--- src/rtl/onewire_half_duplex.sv ---
// -----------------------------------------------------------------------------
// onewire_half_duplex
//   Half-duplex single-wire UART-framed engine (1 start, 8 data LSB first,
//   1 stop) sitting directly upstream of a bidirectional pad cell with a
//   pull-up. The engine either transmits (drives the pad) or receives
//   (listens on pad DOUT), never both at once.
//
// Parameters
//   CLKS_PER_BIT    clk cycles per bit, even and >= 4
//   TURNAROUND_BITS bit-times after our own stop bit during which the line is
//                   released and RX edges are ignored (0 = no guard)
//
// Ports
//   clk, rst          system clock (rising edge), async active-high reset
//   tx_data/valid     TX byte and request; tx_ready completes the handshake
//   tx_ready          high only in IDLE with no RX start edge this cycle
//   rx_data           last received byte, held between frames
//   rx_valid          one-cycle pulse, good frame
//   rx_frame_err      one-cycle pulse, stop bit sampled 0
//   busy              engine not in IDLE
//   pad_din, pad_oe   to pad cell (pad_oe active low: 0 = pad drives)
//   pad_dout          line level from pad cell
//
// Configuration
//   ONEWIRE_RX_MAJORITY_EN  when defined, each RX sample is a 2-of-3 majority
//                           over the synchronized line at mid-1, mid, mid+1
//                           and the decision is taken at mid+1.
//
// Handshake: a TX byte is accepted on the rising clk edge where
// tx_valid && tx_ready; tx_data must be stable in that cycle. rx_valid and
// rx_frame_err are single-cycle strobes with no back-pressure.
// -----------------------------------------------------------------------------
module onewire_half_duplex #(
   parameter int CLKS_PER_BIT    = 16,
   parameter int TURNAROUND_BITS = 1
) (
   input  logic       clk,
   input  logic       rst,
   input  logic [7:0] tx_data,
   input  logic       tx_valid,
   output logic       tx_ready,
   output logic [7:0] rx_data,
   output logic       rx_valid,
   output logic       rx_frame_err,
   output logic       busy,
   output logic       pad_din,
   output logic       pad_oe,
   input  logic       pad_dout
);

   localparam int GUARD_CYCLES = CLKS_PER_BIT * ((TURNAROUND_BITS > 0) ? TURNAROUND_BITS : 1);
   localparam int CW           = $clog2(GUARD_CYCLES);

   localparam logic [CW-1:0] CNT_ONE    = CW'(1);
   localparam logic [CW-1:0] BIT_LAST   = CW'(CLKS_PER_BIT - 1);
   localparam logic [CW-1:0] GUARD_LAST = CW'(GUARD_CYCLES - 1);
`ifdef ONEWIRE_RX_MAJORITY_EN
   // One extra cycle so the decision lands at mid+1 with all three taps valid.
   localparam logic [CW-1:0] START_LAST = CW'(CLKS_PER_BIT / 2);
`else
   localparam logic [CW-1:0] START_LAST = CW'(CLKS_PER_BIT / 2 - 1);
`endif

   typedef enum logic [3:0] {
      IDLE,
      TX_START,
      TX_DATA,
      TX_STOP,
      TX_GUARD,
      RX_START,
      RX_DATA,
      RX_STOP,
      RX_WAIT_HIGH
   } state_t;

   state_t        state_q, state_d;
   logic [CW-1:0] cnt_q, cnt_d;
   logic [3:0]    bit_q, bit_d;
   logic [7:0]    tx_shift_q, tx_shift_d;
   logic [7:0]    rx_shift_q, rx_shift_d;
   logic [7:0]    rx_data_q, rx_data_d;
   logic          rx_valid_q, rx_valid_d;
   logic          rx_err_q, rx_err_d;
   logic          pad_oe_q, pad_oe_d;
   logic          pad_din_q, pad_din_d;

   // Synchronizer: meta_q -> sync_q; prev_q is the previous synchronized sample.
   logic          meta_q, sync_q, prev_q;
   logic          fall, cnt_zero, rx_bit;

   assign fall     = prev_q & ~sync_q;
   assign cnt_zero = (cnt_q == '0);

`ifdef ONEWIRE_RX_MAJORITY_EN
   logic prev2_q;
   always_ff @(posedge clk or posedge rst) begin
      if (rst) prev2_q <= 1'b1;
      else     prev2_q <= prev_q;
   end
   assign rx_bit = (sync_q & prev_q) | (sync_q & prev2_q) | (prev_q & prev2_q);
`else
   assign rx_bit = sync_q;
`endif

   always_ff @(posedge clk or posedge rst) begin
      if (rst) begin
         meta_q     <= 1'b1;
         sync_q     <= 1'b1;
         prev_q     <= 1'b1;
         state_q    <= IDLE;
         cnt_q      <= '0;
         bit_q      <= '0;
         tx_shift_q <= '0;
         rx_shift_q <= '0;
         rx_data_q  <= '0;
         rx_valid_q <= 1'b0;
         rx_err_q   <= 1'b0;
         pad_oe_q   <= 1'b1;
         pad_din_q  <= 1'b1;
      end else begin
         meta_q     <= pad_dout;
         sync_q     <= meta_q;
         prev_q     <= sync_q;
         state_q    <= state_d;
         cnt_q      <= cnt_d;
         bit_q      <= bit_d;
         tx_shift_q <= tx_shift_d;
         rx_shift_q <= rx_shift_d;
         rx_data_q  <= rx_data_d;
         rx_valid_q <= rx_valid_d;
         rx_err_q   <= rx_err_d;
         pad_oe_q   <= pad_oe_d;
         pad_din_q  <= pad_din_d;
      end
   end

   always_comb begin
      state_d    = state_q;
      cnt_d      = cnt_q;
      bit_d      = bit_q;
      tx_shift_d = tx_shift_q;
      rx_shift_d = rx_shift_q;
      rx_data_d  = rx_data_q;
      rx_valid_d = 1'b0;
      rx_err_d   = 1'b0;
      pad_oe_d   = pad_oe_q;
      pad_din_d  = pad_din_q;

      case (state_q)
         IDLE: begin
            pad_oe_d  = 1'b1;
            pad_din_d = 1'b1;
            // An RX start edge wins; a pending TX request simply waits.
            if (fall) begin
               state_d = RX_START;
               cnt_d   = START_LAST;
            end else if (tx_valid) begin
               state_d    = TX_START;
               tx_shift_d = tx_data;
               pad_oe_d   = 1'b0;
               pad_din_d  = 1'b0;
               cnt_d      = BIT_LAST;
            end
         end

         TX_START: begin
            if (cnt_zero) begin
               state_d   = TX_DATA;
               pad_din_d = tx_shift_q[0];
               bit_d     = '0;
               cnt_d     = BIT_LAST;
            end else begin
               cnt_d = cnt_q - CNT_ONE;
            end
         end

         TX_DATA: begin
            if (cnt_zero) begin
               cnt_d = BIT_LAST;
               if (bit_q == 4'd7) begin
                  state_d   = TX_STOP;
                  pad_din_d = 1'b1;
               end else begin
                  bit_d      = bit_q + 4'd1;
                  tx_shift_d = {1'b0, tx_shift_q[7:1]};
                  pad_din_d  = tx_shift_q[1];
               end
            end else begin
               cnt_d = cnt_q - CNT_ONE;
            end
         end

         TX_STOP: begin
            if (cnt_zero) begin
               pad_oe_d  = 1'b1;
               pad_din_d = 1'b1;
               if (TURNAROUND_BITS == 0) begin
                  state_d = IDLE;
               end else begin
                  state_d = TX_GUARD;
                  cnt_d   = GUARD_LAST;
               end
            end else begin
               cnt_d = cnt_q - CNT_ONE;
            end
         end

         TX_GUARD: begin
            if (cnt_zero) state_d = IDLE;
            else          cnt_d   = cnt_q - CNT_ONE;
         end

         RX_START: begin
            if (cnt_zero) begin
               if (rx_bit) begin
                  state_d = IDLE;       // false start, line already back high
               end else begin
                  state_d = RX_DATA;
                  bit_d   = '0;
                  cnt_d   = BIT_LAST;
               end
            end else begin
               cnt_d = cnt_q - CNT_ONE;
            end
         end

         RX_DATA: begin
            if (cnt_zero) begin
               rx_shift_d = {rx_bit, rx_shift_q[7:1]};
               cnt_d      = BIT_LAST;
               if (bit_q == 4'd7) state_d = RX_STOP;
               else               bit_d   = bit_q + 4'd1;
            end else begin
               cnt_d = cnt_q - CNT_ONE;
            end
         end

         RX_STOP: begin
            if (cnt_zero) begin
               rx_data_d = rx_shift_q;
               if (rx_bit) begin
                  rx_valid_d = 1'b1;
                  state_d    = IDLE;
               end else begin
                  rx_err_d = 1'b1;
                  state_d  = RX_WAIT_HIGH;
               end
            end else begin
               cnt_d = cnt_q - CNT_ONE;
            end
         end

         RX_WAIT_HIGH: begin
            if (sync_q) state_d = IDLE;
         end

         default: state_d = IDLE;
      endcase
   end

   assign tx_ready     = (state_q == IDLE) & ~fall & ~rst;
   assign busy         = (state_q != IDLE);
   assign rx_data      = rx_data_q;
   assign rx_valid     = rx_valid_q;
   assign rx_frame_err = rx_err_q;
   assign pad_oe       = pad_oe_q;
   assign pad_din      = pad_din_q;

endmodule

--- config.mk ---
export PLATFORM = sky130hd
export DESIGN_NAME = onewire_half_duplex
export DESIGN_NICKNAME = d
export VERILOG_FILES = /design/src/rtl/onewire_half_duplex.sv
export SDC_FILE = /design/constraint.sdc
export NUM_CORES = 1
export LEC_CHECK = 0
export ABC_AREA = 1
export CORE_UTILIZATION = 40
export DETAILED_ROUTE_END_ITERATION = 16
export PLACE_DENSITY = 0.7
export SLEW_MARGIN = 20
export SYNTH_ARGS = -nofsm -noshare
export SYNTH_HDL_FRONTEND = slang
export SYNTH_SLANG_ARGS = --single-unit
--- constraint.sdc ---
create_clock -name clk -period 1.56 [get_ports clk]
set_input_delay 0.468 -clock clk [delete_from_list [all_inputs] [get_ports clk]]
set_output_delay 0.468 -clock clk [all_outputs]
set_load 0.02 [all_outputs]
==> flow_metrics.env <==
export IMPL_status="complete, but fails checks"
export IMPL_violations="setup timing"
export IMPL_synth_ff_type="dfrtp_1"
export IMPL_std_cell_rows=26
export IMPL_cts_root_buffer="clkbuf_8"
export IMPL_ys_types=27
export IMPL_crit_fanout=2
export IMPL_drt_wl_total_mm=5.55
export IMPL_power_switching_mw=2.42
export IMPL_fmax_mhz=581
export IMPL_worstMarginPinSlew_ns=0.258
export IMPL_numCtsBuffers=5
export IMPL_top_layer="met4"
export IMPL_syn_cell_area_um2=2220
export IMPL_synth_nets=310
export IMPL_syn_area_per_cell_um2=7.54
export IMPL_die_area_um2=5860
export IMPL_crit_type="flip-flop to output pin"
export IMPL_grt_usage_pct=18.9
export IMPL_r2r_slack_ns=-0.01
export IMPL_endpoint="tx_ready"
export IMPL_fin_ws_ns=-0.161
export IMPL_hold_viol_final=0
export IMPL_clk_latency_ns=0.30
export IMPL_setup_viol=3
export IMPL_yosysMostFrequentCell="nand2_1"
export IMPL_fin_crit_ns=1.72
export IMPL_crit_start="state_q[0]$_DFFE_PP0P_"
export IMPL_viasPerCell=4.89
export IMPL_num_vias=2129
export IMPL_core_um2=5240
export IMPL_fin_crit_sh_pct=110
export IMPL_clkPwrFrac_pct=16.5
export IMPL_hold_ws_ns=0.271
export IMPL_clock_sinks=43
export IMPL_port_buffers=25
export IMPL_grt_pass1_vias=2009
export IMPL_antenna_left=0
export IMPL_p_int_mw=3.27
export IMPL_power_mw=5.69
export IMPL_antenna_cells=0
export IMPL_maxSlewViolCount=0
export IMPL_gp_congestion=0.893
export IMPL_worst_ep_required_time_ns=1.09
export IMPL_rsz0062_at_grt="true"
export IMPL_synth_top_area_share_pct=42.8
export IMPL_hold_path_class="input pin to async pin"
export IMPL_power_leakage_nw=1.63
export IMPL_switching_share_pct=42.5
export IMPL_cts_hold_buf=0
export IMPL_drv_cap=0
export IMPL_synthCells=295
export IMPL_vdd_drop_max_mv=0.983
export IMPL_die_h_um=76.6
export IMPL_yosysSeqAreaShare_pct=48.7
export IMPL_htreeDepth=2
export IMPL_yosys_area_top_type="dfrtp_1"
export IMPL_synth_commonest_cells="nand2_1, dfrtp_1, inv_1, o21ai_0, nor2_1"
export IMPL_areaGrowthSynthToFinish_pct=42.4
export IMPL_initial_core_util_pct=42.5
export IMPL_drc_errors=0
export IMPL_seqPwrFrac_pct=27.9
export IMPL_crit_arrival_ns=1.25
export IMPL_met3WireLength_um=240
export IMPL_io_pins=26
export IMPL_rr_endpoint="bit_q[1]$_DFFE_PP0P_"
export IMPL_post_dp_hpwl_mm=3.62
export IMPL_end_kind="output pin"
export IMPL_dr_pass1_iters=4
export IMPL_nets=379
export IMPL_cts_buffer_depth=2
export IMPL_drive_gt1_share_pct=31.5
export IMPL_synth_area_top_cells="dfrtp_1, nand2_1, o21ai_0, dfstp_2, inv_1"
export IMPL_grt_max_degree=44
export IMPL_synth_edff_count=0
export IMPL_finalSetupTns_ns=-0.288
export IMPL_reg2reg_from="state_q[0]$_DFFE_PP0P_"
export IMPL_cp_start_kind="flip-flop"
export IMPL_skew_ns=0.0108
export IMPL_die_w_um=76.6
export IMPL_fillers=457
export IMPL_grt_overflow=0
export IMPL_powerDensity_nw_per_um2=1800
export IMPL_cts_tree="built"
export IMPL_synth_seq_cells=43
export IMPL_post_route_util_pct=60.5
export IMPL_pwr_share_comb_pct=55.6
export IMPL_max_slew_margin_rel_pct=82.8
export IMPL_reg2reg_depth=10
export IMPL_met1Wirelength_mm=2.54
export IMPL_yosysWarnings=0
export IMPL_wl_per_cell_um=12.8
export IMPL_grt_first_pass_wirelength_mm=8.80
export IMPL_wl_met2_mm=2.68
export IMPL_synth_async_sr_flop_share_pct=100
export IMPL_drt_iter0_markers=139
export IMPL_antenna_found_initial=0
export IMPL_clk_pin_slew_ns=0.09
-- final cells by class --
type	instances	area [um^2]	area share, %
clock buffer	6	82.6	2.61
multi-input combinational	212	1140	35.9
inverter	35	141	4.46
clock inverter	2	38.8	1.22
tap	70	87.6	2.77
sequential	43	1080	34.2
timing repair buffer	67	598	18.9
-- worst max-delay path: stages, from the launching register on --
cell and delay [ns]:
dfrtp_1 0.43, nor2_2 0.16, nand2_2 0.09, nor3_2 0.12, buf_4 0.16
-- per-layer routing --
layer,global-route usage (%),vias to the layer above
met2,31.0,54
met5,0,-
met4,6.35,0
met1,25.0,993
met3,3.71,12
li1,-,1070
-- sequential cells by signal, summed over array words and instances (netlist names) --
signal and count:
bit_q 4, rx_frame_err 1, cnt_q 4, meta_q 1
rx_shift_q 8, tx_shift_q 8, state_q 4, rx_valid 1
rx_bit 1, pad_oe 1, pad_din 1, prev_q 1
rx_data 8
-- how the worst min path moves through the flow --
stage                     startpoint                        end  slack [ns]  depth (start not counted)
floorplan           meta_q$_DFF_PP1_           rx_bit$_DFF_PP1_        0.35                          0
finish                           rst     rx_data[1]$_DFFE_PP0P_        0.27                          3
global placement    meta_q$_DFF_PP1_           rx_bit$_DFF_PP1_        0.35                          0
global route                     rst  rx_shift_q[7]$_DFFE_PP0P_        0.30                          3
detailed placement  meta_q$_DFF_PP1_           rx_bit$_DFF_PP1_        0.35                          0
CTS                 meta_q$_DFF_PP1_           rx_bit$_DFF_PP1_        0.37                          0
-- per-stage QoR --
stage	area [um^2]	instances	setup WS (ns)
2_1_floorplan	2230	295	0.0132
6_report	3170	435	-0.161
5_1_grt	3170	435	-0.200
3_3_place_gp	2790	418	-0.602
4_1_cts	2930	427	-0.166
3_5_place_dp	2790	418	-0.612
-- kinds of logic after synthesis --
kind of cell | share of synthesized area [%]
AO/OA/AOI/OAI | 9.57
XOR/XNOR | 0.788
adder cells (fa/ha/maj) | 1.69
buffers and inverters | 7.43
flip-flops | 48.7
multiplexers | 0.506
AND/OR/NAND/NOR | 31.3
-- repair_timing --
action | CTS | global route
gates cloned | 0 | 0
setup endpoints to repair | 32 | 40
setup buffers | 1 | 10
pin swaps | 4 | 21
hold endpoints to repair | 0 | 0
resized for setup | 40 | 65
-- power groups by stage --
stage          combinational [mW]  clock [mW]  sequential (mW)
5_1_grt                      3.49       0.994             1.61
3_3_place_gp                 2.50           0             1.57
4_1_cts                      2.61       0.955             1.57
3_5_place_dp                 2.54           0             1.58
6_report                     3.17       0.939             1.59
2_1_floorplan                1.60           0             1.61
-- cell usage in the layout (no fill, tap or decap) --
master | Yosys | routed
nor2_4 | 2 | 6
o21ai_2 | 0 | 2
nand3_1 | 19 | 17
bufinv_16 | 0 | 1
buf_4 | 1 | 31
buf_2 | 3 | 2
a21oi_1 | 3 | 1
nor3_2 | 0 | 1
ha_1 | 3 | 2
xor2_1 | 2 | 2
buf_6 | 1 | 12
o21ai_0 | 33 | 27
dfstp_2 | 5 | 5
nand2_4 | 1 | 6
nand2_1 | 104 | 84
o21ai_1 | 4 | 8
dlymetal6s2s_1 | 0 | 1
nand3_2 | 0 | 2
inv_6 | 0 | 1
clkdlybuf4s50_1 | 0 | 10
ha_4 | 0 | 1
nor2_1 | 25 | 16
nand3b_1 | 2 | 2
nand2_2 | 2 | 17
dlygate4sd2_1 | 0 | 10
a31oi_1 | 1 | 1
nand4_1 | 3 | 3
inv_1 | 33 | 26
nor2_2 | 4 | 9
dfrtp_1 | 38 | 38
inv_4 | 0 | 4
a21oi_2 | 0 | 2
buf_12 | 0 | 1
clkbuf_8 | 0 | 6
mux2_2 | 1 | 1
nor3b_1 | 1 | 1
o22ai_1 | 1 | 1
inv_2 | 1 | 5
(Power assumes the default switching activity.)
